`config.mk`:
```
export PLATFORM = sky130hd
export DESIGN_NAME = i2s_tx
export DESIGN_NICKNAME = d
export VERILOG_FILES = /design/src/rtl/snd_pkg.sv /design/src/rtl/i2s_frame_cnt.sv /design/src/rtl/i2s_tx.sv
export SDC_FILE = /design/constraint.sdc
export NUM_CORES = 1
export LEC_CHECK = 0
export BUFFER_PORTS_ARGS = -buffer_cell sky130_fd_sc_hd__buf_2
export CAP_MARGIN = 20
export CORE_MARGIN = 3
export CORE_UTILIZATION = 40
export CTS_CLUSTER_SIZE = 40
export DETAILED_ROUTE_END_ITERATION = 12
export PLACE_DENSITY = 0.67
export REMOVE_ABC_BUFFERS = 1
export SLEW_MARGIN = 5
export SYNTH_ARGS = -nofsm -noshare
export SYNTH_HDL_FRONTEND = slang
export SYNTH_SLANG_ARGS = --single-unit
```
`constraint.sdc`:
```
create_clock -name SND_MCLK -period 3 [get_ports SND_MCLK]
set_input_delay 0.15 -clock SND_MCLK [delete_from_list [all_inputs] [get_ports SND_MCLK]]
set_output_delay 0.15 -clock SND_MCLK [all_outputs]
set_load 0.05 [all_outputs]
```
`src/rtl/snd_pkg.sv`:
```
// Shared constants and helpers for the I2S transmitter slice.
package snd_pkg;

  localparam int unsigned SLOT_W     = 32;
  localparam int unsigned FRAME_BITS = 64;

  function automatic int unsigned clog2(input int unsigned value);
    int unsigned r;
    r = 0;
    while ((64'd1 << r) < 64'(value)) r++;
    return r;
  endfunction

endpackage

```
`src/rtl/i2s_frame_cnt.sv`:
```
// Frame position counter for the I2S transmitter; parks at 0 while disabled and
// decodes bit-clock, word-clock, shift and load strobes from the next count.
module i2s_frame_cnt
  import snd_pkg::*;
#(
  parameter int unsigned BCLK_DIV = 4
) (
  input  logic clk,
  input  logic rst_n,
  input  logic en,
  output logic bclk_next,
  output logic lrck_next,
  output logic shift_en,
  output logic load_en
);

  localparam int unsigned FRAME = FRAME_BITS * BCLK_DIV;
  localparam int unsigned CW    = clog2(FRAME);
  localparam int unsigned PW    = clog2(BCLK_DIV);

  logic [CW-1:0] c_q, c_d;
  logic [PW-1:0] ph_q, ph_d;

  // Bit phase runs alongside the frame count so no modulo is needed for any divider.
  always_comb begin
    c_d  = '0;
    ph_d = '0;
    if (en) begin
      c_d  = (c_q == CW'(FRAME - 1)) ? '0 : c_q + 1'b1;
      ph_d = (ph_q == PW'(BCLK_DIV - 1)) ? '0 : ph_q + 1'b1;
    end
  end

  always_comb begin
    bclk_next = (ph_d >= PW'(BCLK_DIV / 2));
    lrck_next = (c_d >= CW'(FRAME / 2));
    shift_en  = en && (ph_d == '0);
    load_en   = en && (c_d == '0);
  end

  always_ff @(posedge clk or negedge rst_n) begin
    if (!rst_n) begin
      c_q  <= '0;
      ph_q <= '0;
    end else begin
      c_q  <= c_d;
      ph_q <= ph_d;
    end
  end

endmodule

```
`src/rtl/i2s_tx.sv`:
```
// I2S transmitter: one-entry sample holding register, 64-bit frame shift register
// and registered DAC pins, all timed from the SND_MCLK frame counter.
module i2s_tx
  import snd_pkg::*;
#(
  parameter int unsigned DATA_W   = 24,
  parameter int unsigned BCLK_DIV = 4
) (
  input  logic              SND_MCLK,
  input  logic              RST_N,
  input  logic              EN,
  input  logic [DATA_W-1:0] IN_L,
  input  logic [DATA_W-1:0] IN_R,
  input  logic              IN_VALID,
  output logic              IN_READY,
  output logic              SND_BCLK,
  output logic              SND_LRCK,
  output logic              SND_SDATA,
  output logic              FRAME_START,
  output logic              UNDERRUN
);

  localparam int unsigned PAD = SLOT_W - 1 - DATA_W;

  logic bclk_next, lrck_next, shift_en, load_en;

  i2s_frame_cnt #(
    .BCLK_DIV (BCLK_DIV)
  ) u_cnt (
    .clk       (SND_MCLK),
    .rst_n     (RST_N),
    .en        (EN),
    .bclk_next (bclk_next),
    .lrck_next (lrck_next),
    .shift_en  (shift_en),
    .load_en   (load_en)
  );

  logic                  full_q, full_d;
  logic [DATA_W-1:0]     hold_l_q, hold_l_d, hold_r_q, hold_r_d;
  logic [FRAME_BITS-1:0] sr_q, sr_d;
  logic                  bclk_q, bclk_d, lrck_q, lrck_d;
  logic                  fs_q, fs_d, ur_q, ur_d;
  logic [SLOT_W-1:0]     l_slot, r_slot;
  logic                  wr;

  assign IN_READY = ~full_q;
  assign wr       = IN_VALID & ~full_q;

  // Delay bit, MSB-first sample, zero pad: shifting the zero-extended sample avoids a zero-width pad.
  always_comb begin
    l_slot = SLOT_W'({1'b0, hold_l_q}) << PAD;
    r_slot = SLOT_W'({1'b0, hold_r_q}) << PAD;
  end

  always_comb begin
    full_d   = full_q;
    hold_l_d = hold_l_q;
    hold_r_d = hold_r_q;
    if (load_en) full_d = 1'b0;
    if (wr) begin
      full_d   = 1'b1;
      hold_l_d = IN_L;
      hold_r_d = IN_R;
    end
  end

  always_comb begin
    sr_d = sr_q;
    if (!EN)          sr_d = '0;
    else if (load_en) sr_d = full_q ? {l_slot, r_slot} : '0;
    else if (shift_en) sr_d = {sr_q[FRAME_BITS-2:0], 1'b0};
  end

  always_comb begin
    bclk_d = EN & bclk_next;
    lrck_d = EN & lrck_next;
    fs_d   = load_en;
    ur_d   = load_en & ~full_q;
  end

  always_ff @(posedge SND_MCLK or negedge RST_N) begin
    if (!RST_N) begin
      full_q   <= 1'b0;
      hold_l_q <= '0;
      hold_r_q <= '0;
      sr_q     <= '0;
      bclk_q   <= 1'b0;
      lrck_q   <= 1'b0;
      fs_q     <= 1'b0;
      ur_q     <= 1'b0;
    end else begin
      full_q   <= full_d;
      hold_l_q <= hold_l_d;
      hold_r_q <= hold_r_d;
      sr_q     <= sr_d;
      bclk_q   <= bclk_d;
      lrck_q   <= lrck_d;
      fs_q     <= fs_d;
      ur_q     <= ur_d;
    end
  end

  assign SND_BCLK    = bclk_q;
  assign SND_LRCK    = lrck_q;
  assign SND_SDATA   = sr_q[FRAME_BITS-1];
  assign FRAME_START = fs_q;
  assign UNDERRUN    = ur_q;

endmodule
```
# After elaboration in Yosys (flattened, before gate mapping)
# Index checks and enable logic that the tools add are counted.
[word_totals]
out_inout_bits = 6
mem_bits_rw = 0
latch_bits = 0
ff_bits = 127
memories = 0
rom_bits = 0
[classes]
n_mul = 0
n_reduce_logical = 5
n_div = 0
mux = 10
n_bitwise = 5
magnitude_cmp = 2
shifts = 0
n_eq_ne = 3
add_sub_neg = 2
[op_table]
columns = ["operator", "count"]
rows = [
  ["$mux W64", 3],
  ["$mux W63", 1],
  ["$mux W8", 2],
  ["$add A8 B1 Y8 const B", 1],
  ["$eq A8 B8 Y1 const B", 1],
  ["$ge A8 B8 Y1 const B", 1],
  ["$logic_not A8 Y1", 1],
  ["$and A1 B1 Y1", 4],
  ["$mux W2", 2],
  ["$ne A3 B1 Y1 const B", 1],
  ["$add A2 B1 Y2 const B", 1],
  ["$eq A2 B2 Y1 const B", 1],
  ["$ge A2 B2 Y1 const B", 1],
  ["$logic_and A1 B1 Y1", 2],
  ["$logic_not A2 Y1", 1],
  ["$mux W1", 2],
  ["$reduce_bool A2 Y1", 1],
  ["$not A1 Y1", 1],
]

# Logic depth before layout (Yosys ltp)
# Gate-level depths: netlist of run 1.
[depth]
ltp_word = 8
mapped_depth = 8
ltp_nobuf = 6

# Hierarchy
# A second synthesis of run 1 with hierarchy kept.
[hier_totals]
hier_cells = 362
hier_area_um2 = 5139.9
[by_module_without_submodules]
columns = ["module", "instances", "area_per_inst_um2", "cells_per_inst", "seq_area_each_um2"]
rows = [
  ["i2s_tx", 1, 4548.1, 303, 2752.6],
  ["i2s_frame_cnt", 1, 591.8, 59, 250.2],
]

# Least setup slack after synthesis of run 1
# OpenSTA, ideal clock, no wires.
[synth_path]
kind = "register to register"
from = "register u_cnt.c_q[0]"
to = "register sr_q[10]"
path_slack_ps = 1115
arrival_time_ps = 1805
path_stages_with_launch = 8
synth_period_minus_slack_ps = 1885
n_path_buf = 1
cell_sequence = "dfrtp_1 -> ha_1 -> nand3_1 -> o21ai_0 -> nand4_1 -> a21oi_4 -> buf_6 -> mux2i_1"
[synth_between]
elab_chain_len = 7
[synth_rtl]
columns = ["element", "line", "rtl"]
rows = [
  ["start: declaration", "i2s_frame_cnt.sv:21", "logic [CW-1:0] c_q, c_d;"],
  ["start signal: assignment", "i2s_frame_cnt.sv:43", "c_q <= '0;"],
  ["start signal: assignment", "i2s_frame_cnt.sv:46", "c_q <= c_d;"],
  ["$add A8 B1 Y8 or $eq A8 B8 Y1 (tied branches)", "i2s_frame_cnt.sv:29", "c_d = (c_q == CW'(FRAME - 1)) ? '0 : c_q + 1'b1;"],
  ["$mux W8 (*)", "i2s_frame_cnt.sv:29", ""],
  ["$mux W8 (*)", "i2s_frame_cnt.sv:28", "if (en) begin"],
  ["$logic_not A8 Y1 (*)", "i2s_frame_cnt.sv:38", "load_en = en && (c_d == '0);"],
  ["$logic_and A1 B1 Y1 (*)", "i2s_frame_cnt.sv:38", ""],
  ["$mux W64", "i2s_tx.sv:71", "else if (load_en) sr_d = full_q ? {l_slot, r_slot} : '0;"],
  ["$mux W64", "i2s_tx.sv:70", "if (!EN) sr_d = '0;"],
  ["end signal: assignment", "i2s_tx.sv:96", "sr_q <= sr_d;"],
  ["end: declaration", "i2s_tx.sv:41", "logic [FRAME_BITS-1:0] sr_q, sr_d;"],
]
# Mark *: on every way between the ends. The rest lies on a longest branch, timed or not.
# A chain may end at the register's enable or synchronous reset.

# Final worst setup path of run 1
[layout_path]
from = "register u_cnt.c_q[0]"
to = "register sr_q[47]"
# Same word-level chain as after synthesis.

==> results of run 1 <==
## sequential cells by signal, indices dropped and copies added (netlist names)
name         flops
full_q           1
FRAME_START      1
SND_LRCK         1
hold_l_q        24
hold_r_q        24
UNDERRUN         1
u_cnt.c_q        8
u_cnt.ph_q       2
sr_q            57
SND_BCLK         1
## layout by cell type, fill, tap and decap left out, types with 2 or more instances in the layout
master	instances
a21oi_1	58
mux2i_1	49
nand2_1	62
clkbuf_16	17
and3_1	49
buf_2	56
dlygate4sd3_1	49
mux2_2	48
clkbuf_8	4
and2_1	7
dfrtp_1	120
clkinv_2	6
nand4_1	3
nand3_1	13
nor2b_1	2
ha_1	2
nor2b_4	2
bufinv_16	2
nor2_1	7
buf_12	2
a21boi_0	3
xor2_1	3
o21ai_0	2
buf_4	10
## stage by stage
step	hold slack, ns	setup TNS [ns]
final	0.352	0
after floorplan	-0.146	-44.07
after detailed placement	0.278	0
after global placement	0.269	0
after CTS	0.332	0
after global routing	0.379	0
## layout make-up
class | instances | area (µm²)
clock buffer | 22 | 484
clock inverter | 9 | 97.6
tap | 172 | 215
sequential | 120 | 3000
fill | 1146 | 6000
multi-input combinational | 321 | 2240
inverter | 1 | 3.75
timing repair buffer | 117 | 886
## routing by layer
metal | track usage (%) | vias to the layer above
met3 | 4.97 | 15
met5 | 0 | -
met1 | 19.2 | 1911
met4 | 6.16 | 0
li1 | - | 1871
met2 | 26.0 | 66
## worst max-delay path by stage
stage	slack, ns	from	depth (start not counted)	to
final	0.76	u_cnt.c_q[0]	7	sr_q[47]
after global routing	0.52	u_cnt.c_q[0]	7	sr_q[7]
after global placement	0.80	u_cnt.ph_q[0]	6	sr_q[19]
after detailed placement	0.77	u_cnt.c_q[0]	7	sr_q[47]
after CTS	0.75	u_cnt.c_q[0]	7	sr_q[47]
after floorplan	-0.68	u_cnt.ph_q[0]	5	sr_q[10]
## repair_timing
item | in CTS | in global routing
resized for setup | 0 | 0
hold endpoints to repair | 106 | 0
hold buffers | 49 | 0
## report_power, final
group,switching (W),internal (W),total [W]
combinational,0.000489,0.000528,0.00102
clock,0.000685,0.00129,0.00198
sequential,0.000220,0.00202,0.00224
total,0.00139,0.00385,0.00524
## cell families after synthesis
logic type               Yosys count  synth area share, %
AND/OR/NAND/NOR                  150                 13.9
flip-flops                       120                 55.6
multiplexers                      97                 19.1
AO/OA/AOI/OAI                     68                 7.00
buffers and inverters             37                 3.34
XOR/XNOR                           4                0.649
adder cells (fa/ha/maj)            2                0.463
## critical path: cells and delay by family (launching register included)
family	cells	cell delay [ns]
flops	1	0.46
compound gates	2	0.44
simple gates	2	0.37
fa+ha+maj	1	0.29
buf+inv	1	0.29
mux	1	0.24
==> summary.md, run 1 <==
| Metric | Value |
|---|---|
| Status | completed |
| Fin crit period | 2.24 ns |
| Startpoint types | flip-flop |
| CTS Buf Count | 17 |
| Pleak | 3.22 nW |
| Max Used Layer | met4 |
| Pre-antenna DRT Iters | 4 |
| Leading area contributor after synthesis | dfrtp_1 |
| Critical R2R Launch | u_cnt.c_q[0] |
| Most used flip-flop cell after synthesis | dfrtp_1 |
| Max H-tree Level | 4 |
| Global-route usage over all layers | 15.7% |
| Placed Area | 0.00586 mm² |
| CP Cell Sequence | ha_1 > nand3_1 > o21ai_0 > nand4_1 > a21oi_4 > buf_12 > mux2i_1 |
| Worst endpoint required time | 3.33 ns |
| DRT antenna net count | 0 |
| Clock Tree Buf Depth | 2 |
| Most instantiated library cell after synthesis | dfrtp_1 |
| Seq cells post-synth | 120 |
| Commonest cells in the netlist | 120 x dfrtp_1, 62 x nand2_1, 58 x a21oi_1, 49 x and3_1, 49 x mux2i_1 |
| I/O Pins | 58 |
| Placed cells | 682 |
| RSZ-0062 raised after global routing | no |
| Hold depth | 4 |
| Max stage delay cell, worst path | dfrtp_1 |
| R2r setup slk | 0.76 ns |
| Hold Crit Endpoint | sr_q[13] |
| Final #Nets | 632 |
| Yosys warns | 0 |
| Largest stage delay, worst path | 0.46 ns |
| Power consumption | around 0.0052 W |
| Worst slew margin | 43.1% |
| Post-Route M1 WL | slightly below 5000 µm |
| Die Span Y | 122 µm |
| Initial Util | 41.8% |
| Postcts setup bufs | 0 |
| FFs w/ async S/R, synth | 100% |
| Layout cells sized above 1 | 25.8% |
| Number of synthesized flops with an enable pin | 0 |
| Layout area overhead | 28.3% |
| Clock slew at the register clock pins of the worst setup and hold paths | 0.05 ns |
| Drt via density | approximately 5.1 |
| Setup WS post-layout | about 0.76 ns |
| # diodes | 0 |
| # setup viols final | 0 |
| Initial antenna violation count | 0 |
| Worst R2R End | sr_q[47] |
| Row cnt | 41 |
| Vias in the first global route | 3976 |
| Maximum VDD drop | approximately 0.37 mV |
| Worst R2R Path Depth | 7 |
| Post-Syn Area | 0.00540 mm² |
| Max-cap viol count | 0 |
| Via count | 3863 |
| Number of DRC markers in iteration 0 | 214 |
| DP HPWL | ~6600 µm |
| PortBufs | 57 |
| First-pass GRT wire length | ~19000 µm |
| Seq/Total Area, Yosys | a little under three fifths |
| Layout Utilization | 53.6% |
| Metal3 WL | between 300 and 400 µm |
| Horiz. Die Dim | 122 µm |
| Wire per inst | 14.2 µm |
| DP Worst Slack | 0.773 ns |
| DR DRC count | 0 |
| Max Freq | around 450 MHz |
| Drt total wl | 10800 µm |
| Clk sinks | 120 |
| Clock tree from TritonCTS | yes |
| Final hold viol count | 0 |
| Met2 wire length | 5490 µm |
| Final Max Tran Viols | 0 |
| Crit share post-route | 74.6% |
| Yosys top cell area share | about 56% |
| Synth area leaders | dfrtp_1 56%, mux2_2 10%, mux2i_1 9.1% |
| Worst-Margin Slew | 0.853 ns |
| Hold_sp | EN |
| Placer congestion estimate | 0.754 |
| Crit Path Max Fanout | slightly below 50 |
| Post-route cell area | 0.00693 mm² |
| Worst skew pair latency | around 0.42 ns |
| GRT Residual Overflow | 0 |
| Critical Path AT | 2.57 ns |
| Post-Layout Cell Count | between 700 and 800 |
| PD cells | 756 mW/mm² |
| Clock skew | 0.0101 ns |
| HP Class | primary input to flip-flop |
| Crit Path Class | flip-flop to flip-flop |
| Synthesized area per cell | 11.3 µm² |
| Unique masters post-synth | 29 |
| CP endpoint kind | flip-flop |
| Root Driver | clkbuf_16 |
| Die ar. | 0.0149 mm² |
| Core area | 0.0129 mm² |
| Largest net degree at the start of global routing | 62 |
| Instance count of the mapped netlist | around 480 |
(Power assumes the default switching activity.)
==> run 2: changes to the inputs <==
- PLACE_DENSITY: 0.67 -> 0.69
- clock period: 3 -> 1.8 ns (I/O delays scaled with it)
==> summary.md, run 2 (synthesis results as in run 1) <==
| Metric | Value |
|---|---|
| Status | complete, but fails checks |
| Violated checks | negative setup slack |
| Clock skew | 0.00563 ns (-0.00444 ns) |
| CP Depth | 8 (+1) |
| Final hold viol count | 0 (unchanged) |
| I/O Pins | 58 (unchanged) |
| Most common cell after layout, fill and taps aside | dfrtp_1 |
| CTS Buf Count | 17 (unchanged) |
| Row cnt | 41 (unchanged) |
| Worst skew pair latency | 0.41 ns (about the same) |
| Final #Nets | 654 (+3.5%) |
| Layout area overhead | 34.0% |
| Hold depth | 4 (unchanged) |
| Area of the multi-input gates | 0.00225 mm² (+0.50%) |
| Fill cells | 1122 (-2.1%) |
| Clock slew at the register clock pins of the worst setup and hold paths | 0.05 ns (about the same) |
| Buf/Inv on CP | 3 (+2) |
| Root Driver | clkbuf_16 |
| DP HPWL | 7130 µm (+8.5%) |
| Die ar. | 0.0149 mm² (unchanged) |
| Final Max Tran Viols | 0 (unchanged) |
| Startpoint types | flip-flop |
| RSZ-0062 raised after global routing | yes |
| Pleak | 3.37 nW (+4.5%) |
| Placed Area | 0.00604 mm² (+3.1%) |
| Max H-tree Level | 4 (unchanged) |
| DP Worst Slack | -0.111 ns (-0.884 ns) |
| Crit share post-route | 108% (+34 points) |
| Clk sinks | 120 (unchanged) |
| Biggest regs | sr_q x57, hold_l_q x24, hold_r_q x24 |
| CP endpoint kind | flip-flop |
| Max-cap viol count | 0 (unchanged) |
| Layout cells sized above 1 | 28.9% (+3.1 points) |
| Cell family with most CP delay | multiplexers |
| Largest net degree at the start of global routing | 47 (-24%) |
| Initial antenna violation count | 0 (unchanged) |
| Post-route cell area | 0.00723 mm² (+4.4%) |
| PortBufs | 57 (unchanged) |
| Worst R2R Path Depth | 8 (+1) |
| # diodes | 0 (unchanged) |
| Drt total wl | 11700 µm (+8.0%) |
| Crit Path Class | flip-flop to flip-flop |
| Pre-antenna DRT Iters | 5 (+1) |
| Commonest cells after routing, fill and taps aside | 119 x dfrtp_1, 62 x nand2_1, 58 x a21oi_1 |
| Worst slew margin | 64.5% (+21 points) |
| CP Cell Sequence | buf_6 > nand4_1 > mux2i_1 > o211ai_1 > a21oi_4 > buf_6 > buf_12 > mux2i_1 |
| Wire per inst | 14.9 µm (+4.8%) |
| Critical Path AT | 2.27 ns (-0.30 ns) |
| Vias in the first global route | 4131 (+3.9%) |
| Die Span Y | 122 µm (unchanged) |
| Setup WS post-layout | -0.150 ns (-0.913 ns) |
| DR DRC count | 0 (unchanged) |
| Initial Util | 41.8% (unchanged) |
| Reg area | 0.00300 mm² (about the same) |
| Clock Tree Buf Depth | 2 (unchanged) |
| Max reg flops | 57 (unchanged) |
| Max Freq | 513 MHz (+15%) |
| Horiz. Die Dim | 122 µm (unchanged) |
| Via count | 4029 (+4.3%) |
| HP Class | primary input to flip-flop |
| Maximum VDD drop | 0.807 mV (+120%) |
| Clock tree from TritonCTS | yes |
| Core area | 0.0129 mm² (unchanged) |
| Global-route usage over all layers | 16.7% (+0.97 points) |
| # setup viols final | 51 (+51) |
| Crit Path Max Fanout | 8 (-84%) |
| Drt via density | 5.13 (+1.2%) |
| PD cells | 1230 mW/mm² (+63%) |
| DRT antenna net count | 0 (unchanged) |
| First-pass GRT wire length | 19700 µm (+5.8%) |
| Worst endpoint required time | 2.12 ns (-1.21 ns) |
| Largest stage delay, worst path | 0.40 ns (-0.06 ns) |
| Worst-Margin Slew | 0.532 ns (-0.321 ns) |
| GRT Residual Overflow | 0 (unchanged) |
| Placer congestion estimate | 0.791 (+5.0%) |
| Max stage delay cell, worst path | dfrtp_1 |
| Number of DRC markers in iteration 0 | 197 (-7.9%) |
| Power consumption | 0.00889 W (+70%) |
| Fin crit period | 1.95 ns (-0.287 ns) |
| Register name with the most flops | sr_q |
run 2: cell types whose count changed in the layout (fill, tap and decap cells not counted), sizes merged:
cell / previous run / this run
buf: 68 / 88
clkbuf: 22 / 25
run 2: final cells by class:
class	count	share of cell area, %
tap	172	2.97
inverter	1	0.0519
timing repair buffer	139	16.4
multi-input combinational	321	31.1
clock buffer	23	6.61
clock inverter	9	1.35
sequential	120	41.5
run 2: final timing paths:
check / end / slack [ns] / from
worst min register to register: hold_r_q[2] / 0.51 / hold_r_q[2]
min in group asynchronous: SND_BCLK / 0.22 / RST_N
worst max-delay path: sr_q[14] / -0.15 / u_cnt.c_q[1]
worst max register to register: sr_q[14] / -0.15 / u_cnt.c_q[1]
worst min-delay path: sr_q[63] / 0.20 / EN
max in group asynchronous: u_cnt.c_q[5] / 0.93 / RST_N
run 2: what timing repair did:
action                                 CTS  global route
gates cloned                             1             3
pin swaps                                0             2
resized for setup                        6             5
setup endpoints to repair               51            59
hold buffers                            49             0
endpoints found under the hold margin   83             0
setup buffers                            2             4
run 2: layer usage:
metal  up-vias  track usage (%)  share of wire, %
met5         -                0                 0
met4         0             5.88               1.4
met3        16             4.74               4.2
met2        98             28.0                51
met1      2000             20.6                43
li1       1915                -                 -
run 2: tightest hold or removal path: stages:
cell and delay (ns):
buf_2 0.14, buf_4 0.19, nand3_1 0.08, a21oi_1 0.06
run 2: where the power goes:
part / leakage (nW) / total (W) / switching, W / internal [W]
registers: 1.55 / 0.00375 / 0.000381 / 0.00337
clock network: 0.286 / 0.00329 / 0.00116 / 0.00213
logic: 1.53 / 0.00185 / 0.000861 / 0.000991
run 2: through the flow:
step	util, %	hold WS (ns)	instances	setup TNS (ns)
final	56.0	0.202	785	-4.57
after global routing	56.0	0.210	785	-10.55
after CTS	55.2	0.185	780	-3.68
after detailed placement	46.7	0.111	696	-3.12
after global placement	46.7	0.103	696	-0.640
after floorplan	-	-0.206	442	-173.21
